File: src/rtl/div_radix2_if.sv
// rtl/div_radix2_if.sv - request/response bundle between a pipeline and the radix-2 divider
interface div_radix2_if;
  logic        signed_div;
  logic [31:0] opdata1;
  logic [31:0] opdata2;
  logic        start;
  logic        annul;
  logic [63:0] result;
  logic        ready;
  logic        stall;

  modport master (
    output signed_div, opdata1, opdata2, start, annul,
    input  result, ready, stall
  );

  modport slave (
    input  signed_div, opdata1, opdata2, start, annul,
    output result, ready, stall
  );
endinterface

File: src/rtl/div_radix2.sv
// rtl/div_radix2.sv - 32-bit restoring radix-2 divider (DIV/DIVU), optional divide-by-zero shortcut under DIV_ZERO_CHECK_EN
module div_radix2 (
  input  logic         clk,
  input  logic         rst,
  div_radix2_if.slave  bus
);

  typedef enum logic [1:0] {IDLE, BYZERO, ON, END} state_t;

  state_t      state;
  state_t      state_next;
  logic [4:0]  cnt;
  logic [31:0] rem;
  logic [31:0] quot;
  logic [31:0] dsr;
  logic        neg_quot;
  logic        neg_rem;
  logic [63:0] result_q;
`ifdef DIV_ZERO_CHECK_EN
  logic [31:0] dividend_raw;
`endif

  logic        neg_op1;
  logic        neg_op2;
  logic [32:0] rem_sh;
  logic [32:0] rem_diff;
  logic        fits;
  logic [31:0] rem_step;
  logic [31:0] quot_step;
  logic [31:0] quot_final;
  logic [31:0] rem_final;

  // Operand sign handling only applies in signed mode
  assign neg_op1 = bus.signed_div & bus.opdata1[31];
  assign neg_op2 = bus.signed_div & bus.opdata2[31];

  // One restoring step: shift {rem, quot} left, subtract divisor when it fits
  always_comb begin
    rem_sh    = {rem, quot[31]};
    rem_diff  = rem_sh - {1'b0, dsr};
    fits      = (rem_sh >= {1'b0, dsr});
    rem_step  = fits ? rem_diff[31:0] : rem_sh[31:0];
    quot_step = {quot[30:0], fits};
    quot_final = neg_quot ? (32'd0 - quot_step) : quot_step;
    rem_final  = neg_rem  ? (32'd0 - rem_step)  : rem_step;
  end

  // State register
  always_ff @(posedge clk or negedge rst) begin
    if (!rst) state <= IDLE;
    else      state <= state_next;
  end

  // Next-state logic; annul only matters while an operation is in flight
  always_comb begin
    state_next = state;
    case (state)
      IDLE: begin
        if (bus.start) begin
`ifdef DIV_ZERO_CHECK_EN
          state_next = (bus.opdata2 == 32'd0) ? BYZERO : ON;
`else
          state_next = ON;
`endif
        end
      end
      BYZERO:  state_next = bus.annul ? IDLE : END;
      ON: begin
        if (bus.annul)          state_next = IDLE;
        else if (cnt == 5'd31)  state_next = END;
        else                    state_next = ON;
      end
      END:     state_next = IDLE;
      default: state_next = IDLE;
    endcase
  end

  // Handshake outputs decoded from state
  always_comb begin
    bus.stall = 1'b0;
    bus.ready = 1'b0;
    case (state)
      IDLE:    bus.stall = bus.start;
      BYZERO:  bus.stall = 1'b1;
      ON:      bus.stall = 1'b1;
      END:     bus.ready = 1'b1;
      default: bus.stall = 1'b0;
    endcase
  end

  // Datapath: latch magnitudes on start, iterate in ON, write result on completion only
  always_ff @(posedge clk or negedge rst) begin
    if (!rst) begin
      cnt      <= 5'd0;
      rem      <= 32'd0;
      quot     <= 32'd0;
      dsr      <= 32'd0;
      neg_quot <= 1'b0;
      neg_rem  <= 1'b0;
      result_q <= 64'h0;
`ifdef DIV_ZERO_CHECK_EN
      dividend_raw <= 32'd0;
`endif
    end else begin
      case (state)
        IDLE: begin
          if (bus.start) begin
            cnt      <= 5'd0;
            rem      <= 32'd0;
            quot     <= neg_op1 ? (32'd0 - bus.opdata1) : bus.opdata1;
            dsr      <= neg_op2 ? (32'd0 - bus.opdata2) : bus.opdata2;
            neg_quot <= neg_op1 ^ neg_op2;
            neg_rem  <= neg_op1;
`ifdef DIV_ZERO_CHECK_EN
            dividend_raw <= bus.opdata1;
`endif
          end
        end
        ON: begin
          cnt  <= cnt + 5'd1;
          rem  <= rem_step;
          quot <= quot_step;
          if (cnt == 5'd31 && !bus.annul)
            result_q <= {rem_final, quot_final};
        end
        BYZERO: begin
`ifdef DIV_ZERO_CHECK_EN
          if (!bus.annul)
            result_q <= {dividend_raw, 32'hFFFF_FFFF};
`endif
        end
        default: ;
      endcase
    end
  end

  assign bus.result = result_q;

endmodule

File: src/flat_wrapper.sv
// flat-port wrapper written by rule: the top's interface ports become plain ports
module div_radix2_flat 
  (clk, rst, bus_signed_div, bus_opdata1, bus_opdata2, bus_start, bus_annul, bus_result, bus_ready, bus_stall);
  div_radix2_if bus_i ();
  input  logic clk;
  input  logic rst;
  input wire logic [$bits(bus_i.signed_div)-1:0] bus_signed_div;
  input wire logic [$bits(bus_i.opdata1)-1:0] bus_opdata1;
  input wire logic [$bits(bus_i.opdata2)-1:0] bus_opdata2;
  input wire logic [$bits(bus_i.start)-1:0] bus_start;
  input wire logic [$bits(bus_i.annul)-1:0] bus_annul;
  output wire logic [$bits(bus_i.result)-1:0] bus_result;
  output wire logic [$bits(bus_i.ready)-1:0] bus_ready;
  output wire logic [$bits(bus_i.stall)-1:0] bus_stall;
  assign bus_i.signed_div = bus_signed_div;
  assign bus_i.opdata1 = bus_opdata1;
  assign bus_i.opdata2 = bus_opdata2;
  assign bus_i.start = bus_start;
  assign bus_i.annul = bus_annul;
  assign bus_result = bus_i.result;
  assign bus_ready = bus_i.ready;
  assign bus_stall = bus_i.stall;
  div_radix2 u_core (.clk(clk), .rst(rst), .bus(bus_i));
endmodule
File: config.mk
export PLATFORM = sky130hd
export DESIGN_NAME = div_radix2_flat
export DESIGN_NICKNAME = d
export VERILOG_FILES = /design/src/rtl/div_radix2_if.sv /design/src/rtl/div_radix2.sv /design/src/flat_wrapper.sv
export SDC_FILE = /design/constraint.sdc
export NUM_CORES = 1
export LEC_CHECK = 0
export CAP_MARGIN = 20
export CORE_MARGIN = 4
export CORE_UTILIZATION = 62
export CTS_BUF_LIST = sky130_fd_sc_hd__clkbuf_16
export CTS_CLUSTER_SIZE = 25
export DETAILED_ROUTE_END_ITERATION = 7
export PLACE_DENSITY = 0.87
export SLEW_MARGIN = 25
export SYNTH_ARGS = -nofsm -noshare
export SYNTH_HDL_FRONTEND = slang
export SYNTH_SLANG_ARGS = --single-unit
File: constraint.sdc
create_clock -name clk -period 10.6 [get_ports clk]
set_input_delay 1.06 -clock clk [delete_from_list [all_inputs] [get_ports clk]]
set_output_delay 1.06 -clock clk [all_outputs]
set_load 0.02 [all_outputs]
==> impl_metrics.env, run 1 <==
export IMPL_area_delta_synth_final_pct=17.0
export IMPL_tightest_slew_ns=1.06
export IMPL_cts_buffers_inserted=17
export IMPL_reg2reg_to="u_core.bus.result[62]"
export IMPL_grt_usage=0.304
export IMPL_synth_seq_area_share=0.362
export IMPL_die_w_um=145
export IMPL_post_cts_setup_buffer_count=0
export IMPL_synthesis_nets=1521
export IMPL_cts_tree="done"
export IMPL_yosysMostFrequentCell="nand2_1"
export IMPL_hpwlAfterDp_um=24400
export IMPL_cts_root_buf="clkbuf_16"
export IMPL_firstDrtPassIters=5
export IMPL_path_clk_slew_ns=0.07
export IMPL_syn_area_um2=11700
export IMPL_rsz0062_at_grt="no"
export IMPL_first_global_vias=10300
export IMPL_clk_latency_ns=0.43
export IMPL_crit_fanout=52
export IMPL_reg2reg_depth=17
export IMPL_antenna_left=0
export IMPL_initial_utilization=0.640
export IMPL_design_area_um2=13700
export IMPL_clock_sink_count=169
export IMPL_relSlewSlack=0.288
export IMPL_hold_start="u_core.bus.result[22]"
export IMPL_p_per_area_nw_per_um2=354
export IMPL_holdPathStages=2
export IMPL_synth_area_top_cells="dfrtp_1 (36%), o21ai_0 (8.5%), nand2_1 (6.5%)"
export IMPL_total_power_mw=4.84
export IMPL_ff2ff_setup_slack_ns=5.14
export IMPL_synth_edf_count=0
export IMPL_startpoint_type="flop"
export IMPL_fin_nets=1605
export IMPL_drt_iter0_drc=1445
export IMPL_worstPathRequired_ns=10.89
export IMPL_routed_via_density=6.42
export IMPL_overflow=0
export IMPL_pin_count=135
export IMPL_dieHeight_um=145
export IMPL_grt_max_degree=128
export IMPL_clockBufferDepth=2
export IMPL_status="finished, final reports clean"
export IMPL_grt_pass1_wl_um=53100
export IMPL_min_period_over_period=0.515
export IMPL_vias=11100
export IMPL_htreeDepth=4
export IMPL_crit_type="flop to flop"
export IMPL_fill_cells=1438
export IMPL_rows=49
export IMPL_synthDistinctLibCells=77
export IMPL_synth_ff_latch_count=169
export IMPL_netlist_instances=1409
export IMPL_arrival_ns=5.75
export IMPL_p_leak_nw=5.73
export IMPL_hold_buffers=0
export IMPL_yosysTopAreaCell="dfrtp_1"
export IMPL_post_dp_cell_area_um2=13100
export IMPL_hold_violations=0
export IMPL_synth_commonest_cells="nand2_1 (201), o21ai_0 (198), dfrtp_1 (169), nor2_1 (79), a21oi_1 (72)"
export IMPL_synth_async_reset_ratio=1.00
export IMPL_timing_fmax_mhz=183
export IMPL_routedWlPerCell_um=18.9
export IMPL_synth_flop_cell="dfrtp_1"
export IMPL_wirelength_um=32800
export IMPL_endpoint_kind="flop"
export IMPL_slew_violations=0
export IMPL_finClkSkew_ns=0.00858
export IMPL_fin_util=0.749
export IMPL_antenna_found_initial=0
export IMPL_setup_tns_ns=0
export IMPL_portBuffers=134
export IMPL_ys_warnings_count=0
export IMPL_hp_class="flop to flop"
export IMPL_drv_cap=0
export IMPL_final_cells=1735
export IMPL_dp_cells=1703
export IMPL_r2r_start="u_core.rem[8]"
export IMPL_antenna_cells=0
export IMPL_core_um2=18300
export IMPL_min_period_ns=5.46
export IMPL_setup_viol=0
export IMPL_cts_repair_resized=0
export IMPL_gp_congestion=1.08
export IMPL_netlist_area_leader_share=0.362
export IMPL_min_to="u_core.bus.result[22]"
export IMPL_drc_errors=0
export IMPL_dieArea_um2=21100
export IMPL_drive_gt1_frac=0.0432
export IMPL_ir_worst_vdd_mv=0.268
export IMPL_syn_avg_cell_area_um2=8.30
==> state kept, by name (all words and copies together) (netlist names) <==
| signal | flops |
|---|---|
| u_core.bus.result | 64 |
| u_core.dsr | 32 |
| u_core.quot | 32 |
| u_core.rem | 32 |
| u_core.cnt | 5 |
| u_core.state | 2 |
| u_core.neg_quot | 1 |
| u_core.neg_rem | 1 |
==> critical path, stage by stage (launching register included) <==
cell,delay [ns]
dfrtp_1,0.43
ha_1,0.52
nand4_1,0.24
or4_1,0.54
nor4_1,0.33
o21ba_2,0.18
or3_1,0.10
buf_4,0.46
inv_6,0.29
mux2i_1,0.36
ha_1,0.31
and4_1,0.21
nand3_1,0.17
o31ai_4,0.33
o2111ai_2,0.22
o41ai_1,0.36
xor2_1,0.19
o21ai_1,0.07
==> how the worst max path moves through the flow <==
stage	startpoint	to	cells past startpoint
finish	u_core.rem[8]	u_core.bus.result[62]	17
global route	u_core.rem[11]	u_core.bus.result[62]	17
CTS	u_core.rem[11]	u_core.bus.result[62]	17
detailed placement	u_core.rem[11]	u_core.bus.result[62]	17
global placement	u_core.rem[11]	u_core.bus.result[62]	17
floorplan	u_core.rem[13]	u_core.bus.result[62]	21
==> cells by family after synthesis <==
group | synth area share
adders and majority gates | 0.0467
AOI/OAI and AO/OA | 0.243
DFF | 0.362
and+or+nand+nor | 0.185
xor gates and xnor gates | 0.102
muxes | 0.0155
buffers and inverters | 0.0464
==> report_power, final <==
part	internal (mW)	switching, mW
Combinational	1.11	1.96
Sequential	0.833	0.273
Clock	0.377	0.281
==> layout make-up <==
type / instances / area (µm²) / share of cell area
multi-input cells: 1110 / 6950 / 0.508
flip-flops and latches: 169 / 4230 / 0.309
repair buffers: 140 / 1390 / 0.102
clock buffers: 17 / 425 / 0.0311
well taps: 229 / 287 / 0.0209
inverters: 55 / 211 / 0.0155
clock inverters: 15 / 189 / 0.0138
==> layout by cell type (no fill, tap or decap), types with 23 or more instances in the layout <==
master           netlist  layout
a22oi_1               25      25
or3_1                 23      23
clkdlybuf4s50_1        0     133
dfrtp_1              169     169
ha_1                  42      42
nor2_1                79      79
inv_1                 52      52
o21ai_0              198     198
a21oi_1               72      71
nor3_1                28      28
xor2_1                68      68
nand3_1               24      23
nand2_1              201     200
xnor2_1               68      68
==> metal layers <==
metal,share of wire,vias to the layer above,GRT usage
met3,0.12,60,0.0729
met1,0.45,5268,0.464
met5,0,-,0
met4,0.018,0,0.0755
met2,0.42,600,0.436
li1,-,5217,-
==> through the flow <==
| step | worst slack, ns | hold slack, ns |
|---|---|---|
| 2_1_floorplan | 6.00 | 0.450 |
| 3_3_place_gp | 5.52 | 0.455 |
| 3_5_place_dp | 5.25 | 0.470 |
| 4_1_cts | 5.23 | 0.485 |
| 5_1_grt | 4.75 | 0.496 |
| 6_report | 5.14 | 0.477 |
(Power assumes the default switching activity.)
==> run 2: changes to the inputs <==
--- a/config.mk
+++ b/config.mk
@@ -7,11 +7,11 @@
 export LEC_CHECK = 0
 export CAP_MARGIN = 20
 export CORE_MARGIN = 4
-export CORE_UTILIZATION = 62
+export CORE_UTILIZATION = 58
 export CTS_BUF_LIST = sky130_fd_sc_hd__clkbuf_16
 export CTS_CLUSTER_SIZE = 25
 export DETAILED_ROUTE_END_ITERATION = 7
-export PLACE_DENSITY = 0.87
+export PLACE_DENSITY = 0.82
 export SLEW_MARGIN = 25
 export SYNTH_ARGS = -nofsm -noshare
 export SYNTH_HDL_FRONTEND = slang
==> constraint.sdc (replaced) <==
create_clock -name clk -period 5.6 [get_ports clk]
set_input_delay 0.56 -clock clk [delete_from_list [all_inputs] [get_ports clk]]
set_output_delay 0.56 -clock clk [all_outputs]
set_load 0.02 [all_outputs]
==> impl_metrics.env, run 2 (synthesis gave the netlist of run 1 again) <==
export IMPL_post_dp_cell_area_um2=13100
export IMPL_worstSetupStartpoint="u_core.rem[12]"
export IMPL_hold_violations=0
export IMPL_routedWlPerCell_um=18.9
export IMPL_tightest_slew_ns=0.980
export IMPL_setup_viol=0
export IMPL_p_per_area_nw_per_um2=674
export IMPL_antenna_found_initial=1
export IMPL_routed_via_density=6.17
export IMPL_final_common_cell="nand2_1"
export IMPL_initial_utilization=0.595
export IMPL_min_period_ns=5.13
export IMPL_status="finished, final reports clean"
export IMPL_p_comb_frac=0.639
export IMPL_grt_usage=0.298
export IMPL_dieHeight_um=150
export IMPL_p_leak_nw=5.74
export IMPL_fill_cells=1648
export IMPL_largest_reg_flops=64
export IMPL_fin_nets=1608
export IMPL_rsz0062_at_grt="no"
export IMPL_p_sw_mw=4.90
export IMPL_die_w_um=150
export IMPL_drt_iter0_drc=1213
export IMPL_r2r_start="u_core.rem[12]"
export IMPL_grt_pass1_wl_um=53100
export IMPL_design_area_um2=13800
export IMPL_p_seq_frac=0.227
export IMPL_startpoint_type="flop"
export IMPL_ir_worst_vdd_mv=0.334
export IMPL_finClkSkew_ns=0.0124
export IMPL_hpwlAfterDp_um=25500
export IMPL_final_cell_mix="nand2_1 (200), o21ai_0 (198), dfrtp_1 (169)"
export IMPL_post_cts_setup_buffer_count=0
export IMPL_swShare=0.529
export IMPL_dp_cells=1742
export IMPL_drive_gt1_frac=0.0451
export IMPL_endpoint_kind="flop"
export IMPL_first_global_vias=9916
export IMPL_dieArea_um2=22500
export IMPL_slew_violations=0
export IMPL_drc_errors=0
export IMPL_pin_count=135
export IMPL_worstPathRequired_ns=5.89
export IMPL_vias=10900
export IMPL_area_delta_synth_final_pct=17.6
export IMPL_wirelength_um=33500
export IMPL_overflow=0
export IMPL_htreeDepth=4
export IMPL_gp_congestion=0.991
export IMPL_antenna_cells=0
export IMPL_clk_latency_ns=0.43
export IMPL_setup_tns_ns=0
export IMPL_cts_repair_resized=0
export IMPL_fin_util=0.700
export IMPL_hold_buffers=0
export IMPL_arrival_ns=5.42
export IMPL_cts_root_buf="clkbuf_16"
export IMPL_clockBufferDepth=2
export IMPL_clock_power_share=0.134
export IMPL_final_cells=1774
export IMPL_grt_max_degree=71
export IMPL_clock_sink_count=169
export IMPL_min_period_over_period=0.917
export IMPL_rows=51
export IMPL_firstDrtPassIters=7
export IMPL_antenna_left=0
export IMPL_whs_ns=0.0574
export IMPL_drv_cap=0
export IMPL_hp_class="primary input to asynchronous set/reset pin"
export IMPL_crit_type="flop to flop"
export IMPL_portBuffers=134
export IMPL_timing_fmax_mhz=195
export IMPL_cts_tree="done"
export IMPL_crit_fanout=51
export IMPL_relSlewSlack=0.347
export IMPL_intPower_mw=4.36
export IMPL_path_clk_slew_ns=0.08
export IMPL_core_um2=19700
export IMPL_cts_buffers_inserted=17
export IMPL_ff2ff_setup_slack_ns=0.47
==> run 2: changes by cell type in the layout (fill, tap and decap cells not counted) <==
cell       delta
inv_12        +2
o311ai_0      -1
clkinv_2      -3
clkinv_4      -1
bufinv_16     -2
o311ai_1      +1
inv_8         +3
inv_6         -1
clkinv_8      +2
buf_4         +4
clkbuf_8      -1
==> run 2: power groups by stage <==
| stage | Clock [mW] | Sequential, mW | Combinational, mW |
|---|---|---|---|
| 3_3_place_gp | 0 | 2.05 | 5.65 |
| 4_1_cts | 1.26 | 2.06 | 5.76 |
| 2_1_floorplan | 0 | 1.85 | 4.40 |
| 6_report | 1.24 | 2.10 | 5.92 |
| 5_1_grt | 1.31 | 2.14 | 6.42 |
| 3_5_place_dp | 0 | 2.08 | 5.70 |
==> run 2: layout make-up <==
class,count,area (µm²),area share
clock buffer,17,425,0.0309
clock inverter,15,195,0.0142
inverter,55,211,0.0154
multi-input combinational,1110,6950,0.505
sequential,169,4230,0.308
tap,265,332,0.0241
timing repair buffer,143,1410,0.103
==> run 2: worst paths after layout <==
check / to / cells past startpoint
max in group asynchronous: u_core.quot[19] / 2
max reg2reg: u_core.bus.result[22] / 15
max: u_core.bus.result[22] / 15
min reg2reg: u_core.bus.result[29] / 2
min: u_core.dsr[4] / 1
min in group clk: u_core.bus.result[29] / 2
==> run 2: layer usage <==
metal / up-vias / routed length, µm / GRT usage
li1: 5215 / - / -
met1: 5163 / 15300 / 0.466
met2: 517 / 14100 / 0.422
met3: 47 / 3550 / 0.0609
met4: 2 / 514 / 0.0691
met5: - / 13 / 0
==> run 2: worst max-delay path, stage by stage (launching register included) <==
cell and delay, ns:
dfrtp_1 0.45, ha_1 0.44, and4_4 0.24, and3_4 0.17
a221oi_2 0.34, a211oi_1 0.15, or3_1 0.62, inv_6 0.15
buf_4 0.51, ha_1 0.29, nand2b_1 0.17, or4_1 0.49
or3_1 0.39, o21ai_0 0.23, xor2_1 0.20, o21ai_0 0.11
==> run 2: per-stage QoR <==
step | total power, mW | worst slack [ns]
after floorplan | 6.25 | 1.00
after global placement | 7.70 | 0.840
after detailed placement | 7.78 | 0.622
after CTS | 9.08 | 0.567
after global routing | 9.87 | 0.197
final | 9.26 | 0.466
==> run 3: changes to the inputs <==
--- a/config.mk
+++ b/config.mk
@@ -11,7 +11,9 @@
 export CTS_BUF_LIST = sky130_fd_sc_hd__clkbuf_16
 export CTS_CLUSTER_SIZE = 25
 export DETAILED_ROUTE_END_ITERATION = 7
+export GPL_TIMING_DRIVEN = 0
 export PLACE_DENSITY = 0.82
+export SKIP_CTS_REPAIR_TIMING = 1
 export SLEW_MARGIN = 25
 export SYNTH_ARGS = -nofsm -noshare
 export SYNTH_HDL_FRONTEND = slang
==> impl_metrics.env, run 3 (synthesis gave the netlist of run 1 again) <==
export IMPL_rows=51
export IMPL_min_period_over_period=0.966
export IMPL_worstPathRequired_ns=5.91
export IMPL_grt_usage=0.311
export IMPL_p_per_area_nw_per_um2=671
export IMPL_grt_max_degree=97
export IMPL_status="finished, final reports clean"
export IMPL_final_common_cell="nand2_1"
export IMPL_ir_worst_vdd_mv=0.367
export IMPL_min_period_ns=5.41
export IMPL_setup_tns_ns=0
export IMPL_first_global_vias=10600
export IMPL_hold_violations=0
export IMPL_whs_ns=0.0667
export IMPL_setup_viol=0
export IMPL_firstDrtPassIters=6
export IMPL_overflow=0
export IMPL_fin_nets=1674
export IMPL_dieHeight_um=150
export IMPL_drive_gt1_frac=0.0533
export IMPL_crit_type="flop to flop"
export IMPL_setup_ws_ns=0.188
export IMPL_drt_iter0_drc=1316
export IMPL_final_cell_mix="nand2_1 (201), o21ai_0 (197), dfrtp_1 (169)"
export IMPL_gp_congestion=1.01
export IMPL_cts_root_buf="clkbuf_16"
export IMPL_rsz0062_at_grt="yes"
export IMPL_p_leak_nw=5.85
export IMPL_antenna_cells=0
export IMPL_ff2ff_setup_slack_ns=0.19
export IMPL_startpoint_type="flop"
export IMPL_initial_utilization=0.595
export IMPL_final_cells=1840
export IMPL_drv_cap=0
export IMPL_grt_pass1_wl_um=55600
export IMPL_area_delta_synth_final_pct=20.0
export IMPL_preCtsSetupSlack_ns=-0.235
export IMPL_vias=11400
export IMPL_cts_tree="done"
export IMPL_dp_cells=1807
export IMPL_tightest_slew_ns=0.802
export IMPL_relSlewSlack=0.459
export IMPL_antenna_found_initial=0
export IMPL_htreeDepth=4
export IMPL_crit_fanout=10
export IMPL_clock_sink_count=169
export IMPL_fin_util=0.714
export IMPL_largest_reg_flops=64
export IMPL_drc_errors=0
export IMPL_clockBufferDepth=2
export IMPL_dieArea_um2=22500
export IMPL_hpwlAfterDp_um=27000
export IMPL_timing_fmax_mhz=185
export IMPL_path_clk_slew_ns=0.07
export IMPL_core_um2=19700
export IMPL_wirelength_um=34900
export IMPL_hp_class="primary input to asynchronous set/reset pin"
export IMPL_pin_count=135
export IMPL_endpoint_kind="flop"
export IMPL_antenna_left=0
export IMPL_die_w_um=150
export IMPL_finClkSkew_ns=0.0109
export IMPL_cts_buffers_inserted=17
export IMPL_arrival_ns=5.73
export IMPL_routed_via_density=6.17
export IMPL_portBuffers=132
export IMPL_fill_cells=1578
export IMPL_routedWlPerCell_um=19.0
export IMPL_clk_latency_ns=0.44
export IMPL_slew_violations=0
run 3: critical path, stage by stage (launching register included):
cell       delay (ns)
dfrtp_1          0.47
ha_1             0.31
buf_2            0.23
nand4_1          0.16
or4_1            0.56
nor4_2           0.29
o21ba_2          0.17
or3_1            0.12
buf_6            0.17
clkbuf_4         0.25
clkbuf_4         0.26
buf_4            0.24
nand2_1          0.10
o21ai_2          0.13
ha_2             0.29
and4_1           0.18
nand3_1          0.18
o31ai_4          0.34
o2111ai_2        0.23
o41ai_2          0.28
xor2_1           0.23
o21ai_1          0.08
run 3: worst paths after layout:
| kind | to | cells after the start | start |
|---|---|---|---|
| worst max-delay path | u_core.bus.result[62] | 21 | u_core.rem[8] |
| worst min-delay path | u_core.dsr[4] | 1 | rst |
| worst max register to register | u_core.bus.result[62] | 21 | u_core.rem[8] |
| worst min register to register | u_core.bus.result[22] | 2 | u_core.bus.result[22] |
| max in group asynchronous | u_core.bus.result[12] | 2 | rst |
| min in group clk | u_core.bus.result[22] | 2 | u_core.bus.result[22] |
run 3: layer usage:
layer | vias to the layer above | GRT usage | wire length [µm]
met5 | - | 0 | 0
met4 | 0 | 0.0837 | 500
met3 | 43 | 0.0572 | 3940
met2 | 593 | 0.461 | 15100
met1 | 5370 | 0.468 | 15400
li1 | 5351 | - | -
run 3: power breakdown:
part / switching, mW / internal [mW]
Clock: 0.563 / 0.676
Combinational: 3.86 / 2.26
Sequential: 0.473 / 1.58
run 3: area by class of cell:
class	count	area (µm²)	area share
Buffer	74	338	0.0241
Clock buffer	17	425	0.0303
Clock inverter	15	181	0.0129
Inverter	55	211	0.0151
Multi-Input combinational cell	1110	6950	0.495
Sequential cell	169	4230	0.301
Tap cell	265	332	0.0236
Timing Repair Buffer	135	1370	0.0976
run 3: stage by stage:
stage	total power [mW]	cell area, µm²
3_5_place_dp	7.87	13400
6_report	9.41	14000
2_1_floorplan	6.25	11700
4_1_cts	9.13	14000
5_1_grt	10.1	14000
3_3_place_gp	7.74	13300
